**src/rtl/seq_pattern_generator.sv**
```systemverilog
// Bit-serial pattern transmitter: emits PATTERN (MSB first) Repeat times,
// separated by Gap idle bits, with a Start/Busy/Done handshake.
module seq_pattern_generator #(
  parameter int                   PATTERN_W = 4,
  parameter logic [PATTERN_W-1:0] PATTERN   = 4'b1101,
  parameter int                   REP_W     = 8,
  parameter int                   GAP_W     = 4
) (
  input  logic             Clock,
  input  logic             Reset,
  input  logic             Start,
  input  logic [REP_W-1:0] Repeat,
  input  logic [GAP_W-1:0] Gap,
  output logic             Dout,
  output logic             Valid,
  output logic             Busy,
  output logic             Done
);

  localparam int IDX_W = (PATTERN_W > 2) ? $clog2(PATTERN_W) : 1;
  localparam logic [IDX_W-1:0] LAST_IDX = IDX_W'(PATTERN_W - 1);

  typedef enum logic [1:0] {
    S_IDLE = 2'd0,
    S_SEND = 2'd1,
    S_GAP  = 2'd2,
    S_DONE = 2'd3
  } state_e;

  state_e           state_q, state_d;
  logic [IDX_W-1:0] bit_idx_q, bit_idx_d;
  logic [REP_W-1:0] frames_left_q, frames_left_d;
  logic [GAP_W-1:0] gap_len_q, gap_len_d;
  logic [GAP_W-1:0] gap_cnt_q, gap_cnt_d;
  logic             dout_q, dout_d;
  logic             valid_q, valid_d;
  logic             busy_q, busy_d;
  logic             done_q, done_d;

  // Next-state and counter logic; outputs are decoded from the next state so
  // that they come straight out of flops in the cycle that state is live.
  always_comb begin
    state_d       = state_q;
    bit_idx_d     = bit_idx_q;
    frames_left_d = frames_left_q;
    gap_len_d     = gap_len_q;
    gap_cnt_d     = gap_cnt_q;

    case (state_q)
      S_IDLE: begin
        if (Start) begin
          gap_len_d     = Gap;
          frames_left_d = Repeat;
          bit_idx_d     = LAST_IDX;
          if (Repeat == '0) begin
            state_d = S_DONE;
          end else begin
            state_d = S_SEND;
          end
        end
      end
      S_SEND: begin
        if (bit_idx_q == '0) begin
          frames_left_d = frames_left_q - REP_W'(1);
          if (frames_left_q == REP_W'(1)) begin
            state_d = S_DONE;
          end else if (gap_len_q == '0) begin
            bit_idx_d = LAST_IDX;
          end else begin
            state_d   = S_GAP;
            gap_cnt_d = gap_len_q;
          end
        end else begin
          bit_idx_d = bit_idx_q - IDX_W'(1);
        end
      end
      S_GAP: begin
        if (gap_cnt_q <= GAP_W'(1)) begin
          state_d   = S_SEND;
          bit_idx_d = LAST_IDX;
        end else begin
          gap_cnt_d = gap_cnt_q - GAP_W'(1);
        end
      end
      S_DONE: begin
        state_d = S_IDLE;
      end
      default: begin
        state_d = S_IDLE;
      end
    endcase

    dout_d  = (state_d == S_SEND) ? PATTERN[bit_idx_d] : 1'b0;
    valid_d = (state_d == S_SEND);
    busy_d  = (state_d == S_SEND) || (state_d == S_GAP);
    done_d  = (state_d == S_DONE);
  end

  // State, counters and registered outputs; reset abandons any burst silently.
  always_ff @(posedge Clock) begin
    if (Reset) begin
      state_q       <= S_IDLE;
      bit_idx_q     <= '0;
      frames_left_q <= '0;
      gap_len_q     <= '0;
      gap_cnt_q     <= '0;
      dout_q        <= 1'b0;
      valid_q       <= 1'b0;
      busy_q        <= 1'b0;
      done_q        <= 1'b0;
    end else begin
      state_q       <= state_d;
      bit_idx_q     <= bit_idx_d;
      frames_left_q <= frames_left_d;
      gap_len_q     <= gap_len_d;
      gap_cnt_q     <= gap_cnt_d;
      dout_q        <= dout_d;
      valid_q       <= valid_d;
      busy_q        <= busy_d;
      done_q        <= done_d;
    end
  end

  assign Dout  = dout_q;
  assign Valid = valid_q;
  assign Busy  = busy_q;
  assign Done  = done_q;

endmodule

```
**config.mk**
```make
export PLATFORM = sky130hd
export DESIGN_NAME = seq_pattern_generator
export DESIGN_NICKNAME = d
export VERILOG_FILES = /design/src/rtl/seq_pattern_generator.sv
export SDC_FILE = /design/constraint.sdc
export NUM_CORES = 1
export LEC_CHECK = 0
export CORE_MARGIN = 3
export CORE_UTILIZATION = 51
export CTS_CLUSTER_SIZE = 10
export DETAILED_ROUTE_END_ITERATION = 10
export HOLD_SLACK_MARGIN = 0.06
export PLACE_DENSITY = 0.82
export SLEW_MARGIN = 20
export SYNTH_ARGS = -nofsm -noshare
export SYNTH_HDL_FRONTEND = slang
export SYNTH_SLANG_ARGS = --single-unit
```
**constraint.sdc**
```tcl
create_clock -name Clock -period 2.4 [get_ports Clock]
set_input_delay 0.6 -clock Clock [delete_from_list [all_inputs] [get_ports Clock]]
set_output_delay 0.6 -clock Clock [all_outputs]
set_load 0.05 [all_outputs]
```
==> results.json, run 1 <==
{
  "min_period_ps": 2090,
  "startpoint_type": "register",
  "seq_power_share_pct": 45.4,
  "crit_type": "reg2reg",
  "ys.flop_type": "dfxtp_1",
  "fin_crit_sh_pct": 87.2,
  "required_ps": 2660,
  "rsz0062_at_grt": "no",
  "syn_inst": 169,
  "ys_ff_latch": 24,
  "syn_area_um2": 1450,
  "cts_buffer_depth": 2,
  "p_leak_uw": 0.000622,
  "synth-edff-count": 0,
  "wl_per_cell_um": 15.0,
  "drt_iter0_markers": 38,
  "gp_congestion": 0.861,
  "cts_resized": 0,
  "grt-ovfl-total": 0,
  "postCtsSetupBuffers": 0,
  "pre_cts_ws_ps": 68.3,
  "reg2reg_from": "frames_left_q[1]",
  "internal_power_uw": 702,
  "start_util_pct": 55.9,
  "worstPathArrival_ps": 2350,
  "hold_class": "reg2reg",
  "die_x_um": 59.3,
  "grt_pass1_vias": 1229,
  "routed_wirelength_um": 3280,
  "finalHoldViolations": 0,
  "synth_seq_area_share_pct": 33.2,
  "cts_tree": "done",
  "dr_total_vias": 1356,
  "run_status": "finished clean",
  "async_flop_share_pct": 0,
  "synth_nets": 190,
  "finClkSkew_ps": 6.47,
  "min_to": "gap_cnt_q[1]",
  "cellPowerDensity_nw_per_um2": 644,
  "clock_latency_ps": 330,
  "cp_max_fo": 5,
  "hold_path_depth": 2,
  "drv_cap": 0,
  "setup_ws_ps": 308,
  "dieArea_um2": 3510,
  "core_um2": 2590,
  "hold_start": "gap_cnt_q[1]",
  "grt_pass1_wl_um": 5530,
  "ff2ff_setup_slack_ps": 310,
  "drc": 0,
  "yosysWarnings": 0,
  "antenna-diode-count": 0,
  "timing.rr.end": "Dout",
  "p_sw_uw": 388,
  "fin_setup_tns_ps": 0,
  "first_pass_iters": 5,
  "cts_root_buf": "clkbuf_4",
  "setup_violations": 0,
  "antenna_found_initial": 0,
  "layout-drive-gt1-share_pct": 13.3,
  "worst_pin_slew_ps": 664,
  "synth_cell_type_count": 50,
  "dp_hpwl_um": 2440,
  "htreeDepth": 1,
  "pin_count": 19,
  "end_kind": "register",
  "maxSlewViolCount": 0,
  "synth.avg_cell_area_um2": 8.57,
  "pwr-share-comb_pct": 34.3,
  "r2r_cells": 9,
  "rows": 18,
  "clockPowerShare_pct": 20.3,
  "grt_max_degree": 19,
  "avgViaCountPerCell": 6.22,
  "fin_nets": 210,
  "postCtsHoldBufs": 0,
  "finalPower_uw": 1090,
  "p_sw_share_pct": 35.6,
  "cts_sinks": 24,
  "syn_to_final_growth_pct": 16.9,
  "grt_use_total_pct": 20.6,
  "vdd_ir_drop_max_v": 0.000504,
  "clk_pin_slew_ps": 140,
  "die_y_um": 59.3,
  "io_buffers": 18,
  "fmax_ghz": 0.478,
  "cts_made_buffers": 3,
  "ant_nets": 0,
  "maxSlewHeadroom_pct": 55.6
}
[final cells by class]
class | count | area [um^2]
clock buffer | 4 | 36.3
fill | 225 | 897
inverter | 8 | 30.0
multi-input combinational | 128 | 883
sequential | 24 | 480
tap | 30 | 37.5
timing repair buffer | 24 | 225
[power by group through the flow]
stage	clock (uW)	sequential [uW]	combinational, uW
final	221	495	373
after global routing	244	502	410
after CTS	223	494	371
after detailed placement	0	503	369
after global placement	0	500	357
after floorplan	0	520	251
[per-layer routing]
metal | GRT usage, % | routed length (um) | share of wire [%]
met5 | 0 | 0 | 0
met4 | 10.7 | 54 | 1.6
met3 | 2.61 | 154 | 4.7
met2 | 33.2 | 1540 | 47
met1 | 26.6 | 1530 | 47
[cell usage after synthesis, drive strengths merged, types with 2 or more instances]
master | instances | area, um^2
ha | 6 | 75.1
nor2 | 17 | 63.8
o211ai | 2 | 28.8
o21a | 2 | 15.0
nor4 | 5 | 31.3
a211o | 2 | 18.8
clkbuf | 4 | 16.3
and2 | 4 | 25.0
dfxtp | 24 | 480
nand2b | 3 | 18.8
a211oi | 3 | 22.5
nand3b | 2 | 15.0
a221o | 3 | 31.3
inv | 8 | 30.0
nor3 | 3 | 15.0
and2b | 3 | 25.0
buf | 5 | 37.5
or4 | 2 | 15.0
o31ai | 3 | 22.5
a31oi | 3 | 18.8
mux2i | 3 | 30.0
nor4b | 2 | 32.5
nor2b | 2 | 12.5
or2b | 2 | 16.3
a21oi | 15 | 86.3
o21ai | 18 | 90.1
o31a | 2 | 17.5
nand3 | 3 | 15.0
nand2 | 7 | 26.3
or4b | 2 | 23.8
[per-stage QoR]
stage | utilization, % | instances | area [um^2] | hold WS [ps]
floorplan | - | 169 | 1450 | 456
global placement | 64.0 | 214 | 1660 | 467
detailed placement | 64.0 | 214 | 1660 | 473
CTS | 65.4 | 218 | 1690 | 491
global route | 65.4 | 218 | 1690 | 518
finish | 65.4 | 218 | 1690 | 496
[cells in the final DEF, fill, tap and decap left out, types with 3 or more instances in the layout]
cell and n:
dfxtp_1 24, clkdlybuf4s50_1 18, nor2_1 17, o21ai_0 15, a21oi_1 14, inv_1 8, nand2_1 7, ha_1 6
buf_4 6, nor4_1 5, and2_1 4, nor3_1 3, o31ai_1 3, a211oi_1 3, nand3_1 3, a31oi_1 3
nand2b_1 3, mux2i_1 3, o21ai_1 3, clkbuf_4 3
[sequential cells by signal (all words and copies together), names as in the netlist]
signal         cells
frames_left_q      8
gap_cnt_q          4
gap_len_q          4
bit_idx_q          2
state_q            2
Busy               1
Done               1
Dout               1
Valid              1
[worst max-delay path by stage]
stage	start	slack (ps)	endpoint
final	frames_left_q[1]	310	Dout
after global routing	frames_left_q[1]	140	Dout
after detailed placement	Start	70	Done
after floorplan	frames_left_q[0]	540	Dout
after global placement	Start	130	Done
after CTS	frames_left_q[1]	300	Dout
[kinds of logic after synthesis]
family | synth area share (%)
AOI/OAI and AO/OA | 26.4
adders and majority gates | 5.19
buffers and inverters | 5.79
DFF | 33.2
muxes | 2.85
and+or+nand+nor | 26.5
[worst max-delay path: stages, from the launching register on]
cell      delay [ps]
dfxtp_1          370
inv_1            130
ha_1             150
or4b_4           490
o21ai_0          210
o31ai_1          110
nand2_1          110
ha_1             130
nor2b_1          140
a21boi_0         180
No activity file was read; power rests on OpenSTA's default activity.
==> inputs of run 2 (changes only) <==
--- a/config.mk
+++ b/config.mk
@@ -5,8 +5,8 @@
 export SDC_FILE = /design/constraint.sdc
 export NUM_CORES = 1
 export LEC_CHECK = 0
-export CORE_MARGIN = 3
-export CORE_UTILIZATION = 51
+export CORE_MARGIN = 2
+export CORE_UTILIZATION = 49
 export CTS_CLUSTER_SIZE = 10
 export DETAILED_ROUTE_END_ITERATION = 10
 export HOLD_SLACK_MARGIN = 0.06
==> constraint.sdc (replaced) <==
create_clock -name Clock -period 1.9 [get_ports Clock]
set_input_delay 0.475 -clock Clock [delete_from_list [all_inputs] [get_ports Clock]]
set_output_delay 0.475 -clock Clock [all_outputs]
set_load 0.05 [all_outputs]
==> run 2 against run 1 <==
Against the previous run: total power rose by 36%; combinational power rose by 56%; final cell count rose by 6.0%; critical path type unchanged; critical endpoint unchanged.
==> results.json, run 2 (same netlist as run 1, synthesis figures left out) <==
{
  "nFillCells": 224,
  "syn_to_final_growth_pct": 25.8,
  "maxSlewHeadroom_pct": 61.4,
  "first_pass_iters": 4,
  "min_to": "gap_cnt_q[1]",
  "crit_type": "reg2reg",
  "ff2ff_setup_slack_ps": 50,
  "fin_nets": 222,
  "die_x_um": 58.4,
  "dpl.cell_count": 227,
  "layout-drive-gt1-share_pct": 27.0,
  "io_buffers": 18,
  "grt_pass1_vias": 1375,
  "htreeDepth": 1,
  "ant_nets": 0,
  "core_um2": 2780,
  "cellPowerDensity_nw_per_um2": 813,
  "p_leak_uw": 0.000693,
  "fin_setup_tns_ps": 0,
  "run_status": "finished clean",
  "end_kind": "register",
  "clk_pin_slew_ps": 140,
  "cts_root_buf": "clkbuf_4",
  "reg2reg_from": "frames_left_q[1]",
  "fmax_ghz": 0.540,
  "die_y_um": 58.4,
  "required_ps": 2180,
  "cts_buffer_depth": 2,
  "grt_max_degree": 19,
  "dp_hpwl_um": 2620,
  "hold_path_depth": 2,
  "cts_tree": "done",
  "rows": 19,
  "dieArea_um2": 3410,
  "largest_reg_flops": 8,
  "cts_made_buffers": 3,
  "grt_use_total_pct": 22.1,
  "start_util_pct": 52.0,
  "pin_count": 19,
  "holdWs_ps": 497,
  "top_register": "frames_left_q",
  "cts_sinks": 24,
  "cp_max_fo": 3,
  "setup_violations": 0,
  "min_period_ps": 1850,
  "maxSlewViolCount": 0,
  "layout_common_cells": "dfxtp_1 (22), buf_4 (22), nor2_1 (16), a21oi_1 (14), clkdlybuf4s50_1 (14)",
  "r2r_cells": 9,
  "clock_latency_ps": 330,
  "grt_pass1_wl_um": 5880,
  "drt_iter0_markers": 63,
  "finalHoldViolations": 0,
  "dr_total_vias": 1378,
  "gp_congestion": 0.875,
  "wl_per_cell_um": 15.5,
  "postCtsHoldBufs": 0,
  "avgViaCountPerCell": 5.97,
  "post-route-util_pct": 65.5,
  "timing.rr.end": "Dout",
  "fin_crit_sh_pct": 97.4,
  "antenna-diode-count": 0,
  "reg_top3": "frames_left_q: 8 flops, gap_cnt_q: 4 flops, gap_len_q: 4 flops",
  "hold_class": "reg2reg",
  "rsz0062_at_grt": "yes",
  "grt-ovfl-total": 0,
  "drv_cap": 0,
  "antenna_found_initial": 0,
  "fin_cells": 231,
  "routed_wirelength_um": 3570,
  "worst_pin_slew_ps": 576,
  "drc": 0,
  "finalPower_uw": 1480,
  "startpoint_type": "register",
  "hold_start": "gap_cnt_q[1]",
  "vdd_ir_drop_max_v": 0.000597,
  "worstPathArrival_ps": 2130,
  "finClkSkew_ps": 2.34
}
## run 2: cell types whose count changed in the layout (fill, tap and decap cells not counted), sizes merged
cell / before / now
buf: 6 / 22
clkdlybuf4s50: 18 / 14
## run 2: worst max path at each step
| stage | from | to | slack (ps) |
|---|---|---|---|
| final | frames_left_q[1] | Dout | 50 |
| after global routing | gap_cnt_q[1] | Dout | -80 |
| after CTS | frames_left_q[0] | frames_left_q[6] | 1 |
| after detailed placement | Repeat[6] | Dout | -330 |
| after global placement | Start | Dout | -230 |
| after floorplan | frames_left_q[0] | Dout | 40 |
## run 2: layer usage
layer  vias to the layer above  global-route usage [%]  share of wire, %
met4                         0                    8.97               1.2
met3                         7                    3.08               3.6
met5                         -                       0                 0
li1                        682                       -                 -
met2                        34                    40.6                55
met1                       655                    25.6                41
## run 2: worst max-delay path, cell delays in order, from the launching register on
cell and delay, ps:
dfxtp_2 350, inv_2 50, ha_1 130, or4b_4 490
o21ai_2 140, o31ai_1 90, nand2_1 100, ha_2 180
nor2b_4 130, a21boi_2 140
## run 2: power breakdown
group / internal, uW / switching (uW)
clock: 117 / 168
combinational: 272 / 309
sequential: 560 / 54.8
total: 950 / 531
## run 2: final cells by class
type,count,area (um^2),share of cell area [%]
Multi-Input combinational cell,128,927,50.9
Clock buffer,4,36.3,1.99
Tap cell,31,38.8,2.13
Timing Repair Buffer,36,305,16.8
Sequential cell,24,483,26.5
Inverter,8,30.0,1.65
## run 2: stage by stage
step	setup WS, ps	area, um^2
2_1_floorplan	42.1	1450
3_3_place_gp	-227	1740
3_5_place_dp	-331	1740
4_1_cts	1.03	1790
5_1_grt	-78.1	1820
6_report	49.0	1820
## run 2: repair_timing
| action | CTS | global route |
|---|---|---|
| gates cloned | 0 | 0 |
| endpoints found under the setup margin | 3 | 7 |
| hold endpoints to repair | 0 | 0 |
| pin swaps | 1 | 5 |
| buffers inserted | 1 | 0 |
| resized for setup | 8 | 9 |
==> inputs of run 3 (changes only) <==
--- a/config.mk
+++ b/config.mk
@@ -6,11 +6,14 @@
 export NUM_CORES = 1
 export LEC_CHECK = 0
 export CORE_MARGIN = 2
-export CORE_UTILIZATION = 49
+export CORE_UTILIZATION = 51
+export CTS_BUF_LIST = sky130_fd_sc_hd__clkbuf_4
 export CTS_CLUSTER_SIZE = 10
 export DETAILED_ROUTE_END_ITERATION = 10
+export DONT_BUFFER_PORTS = 1
 export HOLD_SLACK_MARGIN = 0.06
-export PLACE_DENSITY = 0.82
+export PLACE_DENSITY = 0.76
+export SETUP_SLACK_MARGIN = 0.2
 export SLEW_MARGIN = 20
 export SYNTH_ARGS = -nofsm -noshare
 export SYNTH_HDL_FRONTEND = slang
==> run 3 against run 2 <==
Against the previous run: the flow now finishes with violations (negative setup slack); largest power group unchanged; sequential power is 9.6% higher; non-clock buffer count shrank 22; via count fell by 3.3%; highest routed layer unchanged; final cell count shrank 9.5%; fmax fell by 4.2%; critical path type unchanged; sequential cell count unchanged; clock skew rose by 8.8 ps; utilization shrank 1.3 points; total power up 1.1%; count of clock-buffer cells in the layout shrank 1; setup slack worse by 81 ps; register-to-register slack worse by 80 ps.
==> results.json, run 3 (same netlist as run 1, synthesis figures left out) <==
{
  "worst_pin_slew_ps": 609,
  "layout_common_cells": "dfxtp_1 (18), nor2_1 (16), a21oi_1 (12), o21ai_0 (11), buf_4 (11)",
  "clk_pin_slew_ps": 150,
  "cellPowerDensity_nw_per_um2": 853,
  "antenna-diode-count": 0,
  "rsz0062_at_grt": "yes",
  "grt_pass1_wl_um": 5850,
  "dp_hpwl_um": 2300,
  "end_kind": "register",
  "die_x_um": 57.3,
  "routed_wirelength_um": 3630,
  "p_leak_uw": 0.000610,
  "min_period_ps": 1930,
  "largest_reg_flops": 8,
  "finalHoldViolations": 0,
  "wl_per_cell_um": 17.3,
  "postLayoutCellArea_um2": 1750,
  "placed_area_um2": 1500,
  "violations": "negative setup slack",
  "reg_top3": "frames_left_q: 8 flops, gap_cnt_q: 4 flops, gap_len_q: 4 flops",
  "clock_latency_ps": 320,
  "maxSlewHeadroom_pct": 59.2,
  "avgViaCountPerCell": 6.38,
  "layout-drive-gt1-share_pct": 34.3,
  "cts_tree": "done",
  "fmax_ghz": 0.518,
  "cp_max_fo": 4,
  "drc": 0,
  "nFillCells": 229,
  "rows": 19,
  "gp_congestion": 0.863,
  "htreeDepth": 1,
  "syn_to_final_growth_pct": 21.2,
  "first_pass_iters": 6,
  "setup_ws_ps": -32.1,
  "pin_count": 19,
  "cts_root_buf": "clkbuf_4",
  "dr_total_vias": 1333,
  "run_status": "finished with violations",
  "core_um2": 2730,
  "cts_made_buffers": 3,
  "layout_commonest_cell": "dfxtp_1",
  "grt_use_total_pct": 22.6,
  "maxSlewViolCount": 0,
  "die_y_um": 57.3,
  "cts_buffer_depth": 2,
  "drt_iter0_markers": 62,
  "startpoint_type": "register",
  "hold_class": "in2reg",
  "required_ps": 2170,
  "fin_crit_sh_pct": 102,
  "top_register": "frames_left_q",
  "finClkSkew_ps": 11.2,
  "fin_nets": 200,
  "grt_pass1_vias": 1296,
  "crit_type": "reg2reg",
  "pre_cts_ws_ps": -60.6,
  "setup_violations": 1,
  "ant_nets": 0,
  "io_buffers": 0,
  "vdd_ir_drop_max_v": 0.000749,
  "dieArea_um2": 3280,
  "worstPathArrival_ps": 2200,
  "finalPower_uw": 1500,
  "drv_cap": 0,
  "start_util_pct": 53.0,
  "cts_sinks": 24,
  "grt_max_degree": 27,
  "grt-ovfl-total": 0,
  "antenna_found_initial": 0
}
run 3: cell type report:
| class | count | area [um^2] | area share [%] |
|---|---|---|---|
| clock buffers | 3 | 22.5 | 1.28 |
| flip-flops and latches | 24 | 488 | 27.8 |
| inverters | 8 | 32.5 | 1.85 |
| repair buffers | 14 | 116 | 6.63 |
| clock inverters | 1 | 3.75 | 0.214 |
| well taps | 31 | 38.8 | 2.21 |
| multi-input cells | 128 | 1050 | 60.0 |
run 3: where the power goes:
part | leakage, uW | switching (uW) | internal [uW]
logic | 0.000396 | 300 | 283
clock network | 0.0000154 | 163 | 76.9
registers | 0.000199 | 111 | 564
total | 0.000610 | 573 | 924
run 3: worst paths after layout:
path	from	endpoint	slack, ps	cells past startpoint
worst max register to register	frames_left_q[1]	Done	-30	10
worst max-delay path	frames_left_q[1]	Done	-30	10
worst min-delay path	Reset	bit_idx_q[0]	200	1
worst min register to register	gap_cnt_q[1]	gap_cnt_q[1]	490	2
run 3: what timing repair did:
item                                    CTS  global route
hold buffers                              0             0
endpoints found under the setup margin    9            13
resized for setup                        15            24
pin swaps                                 5            11
buffers inserted                          3             4
run 3: routing by layer:
layer	part of all wire, %	GRT usage, %
met3	4.5	3.40
met4	1.5	9.97
met2	50	37.1
met5	0	0
met1	44	29.6
run 3: worst max-delay path, stage by stage (launching register included):
cell and delay, ps:
dfxtp_2 350, inv_2 70, ha_4 120, or4b_4 510, o21ai_4 190, o31ai_4 80
nand2_2 110, buf_4 120, buf_6 90, ha_4 110, nor2b_4 120
run 3: through the flow:
stage / utilization (%) / cells / setup TNS, ps / hold WS (ps)
CTS: 59.4 / 205 / 0 / 191
global route: 64.2 / 209 / -248 / 172
global placement: 54.8 / 198 / 0 / 461
finish: 64.2 / 209 / -32.1 / 196
detailed placement: 54.8 / 198 / -60.6 / 472
floorplan: - / 169 / 0 / 456
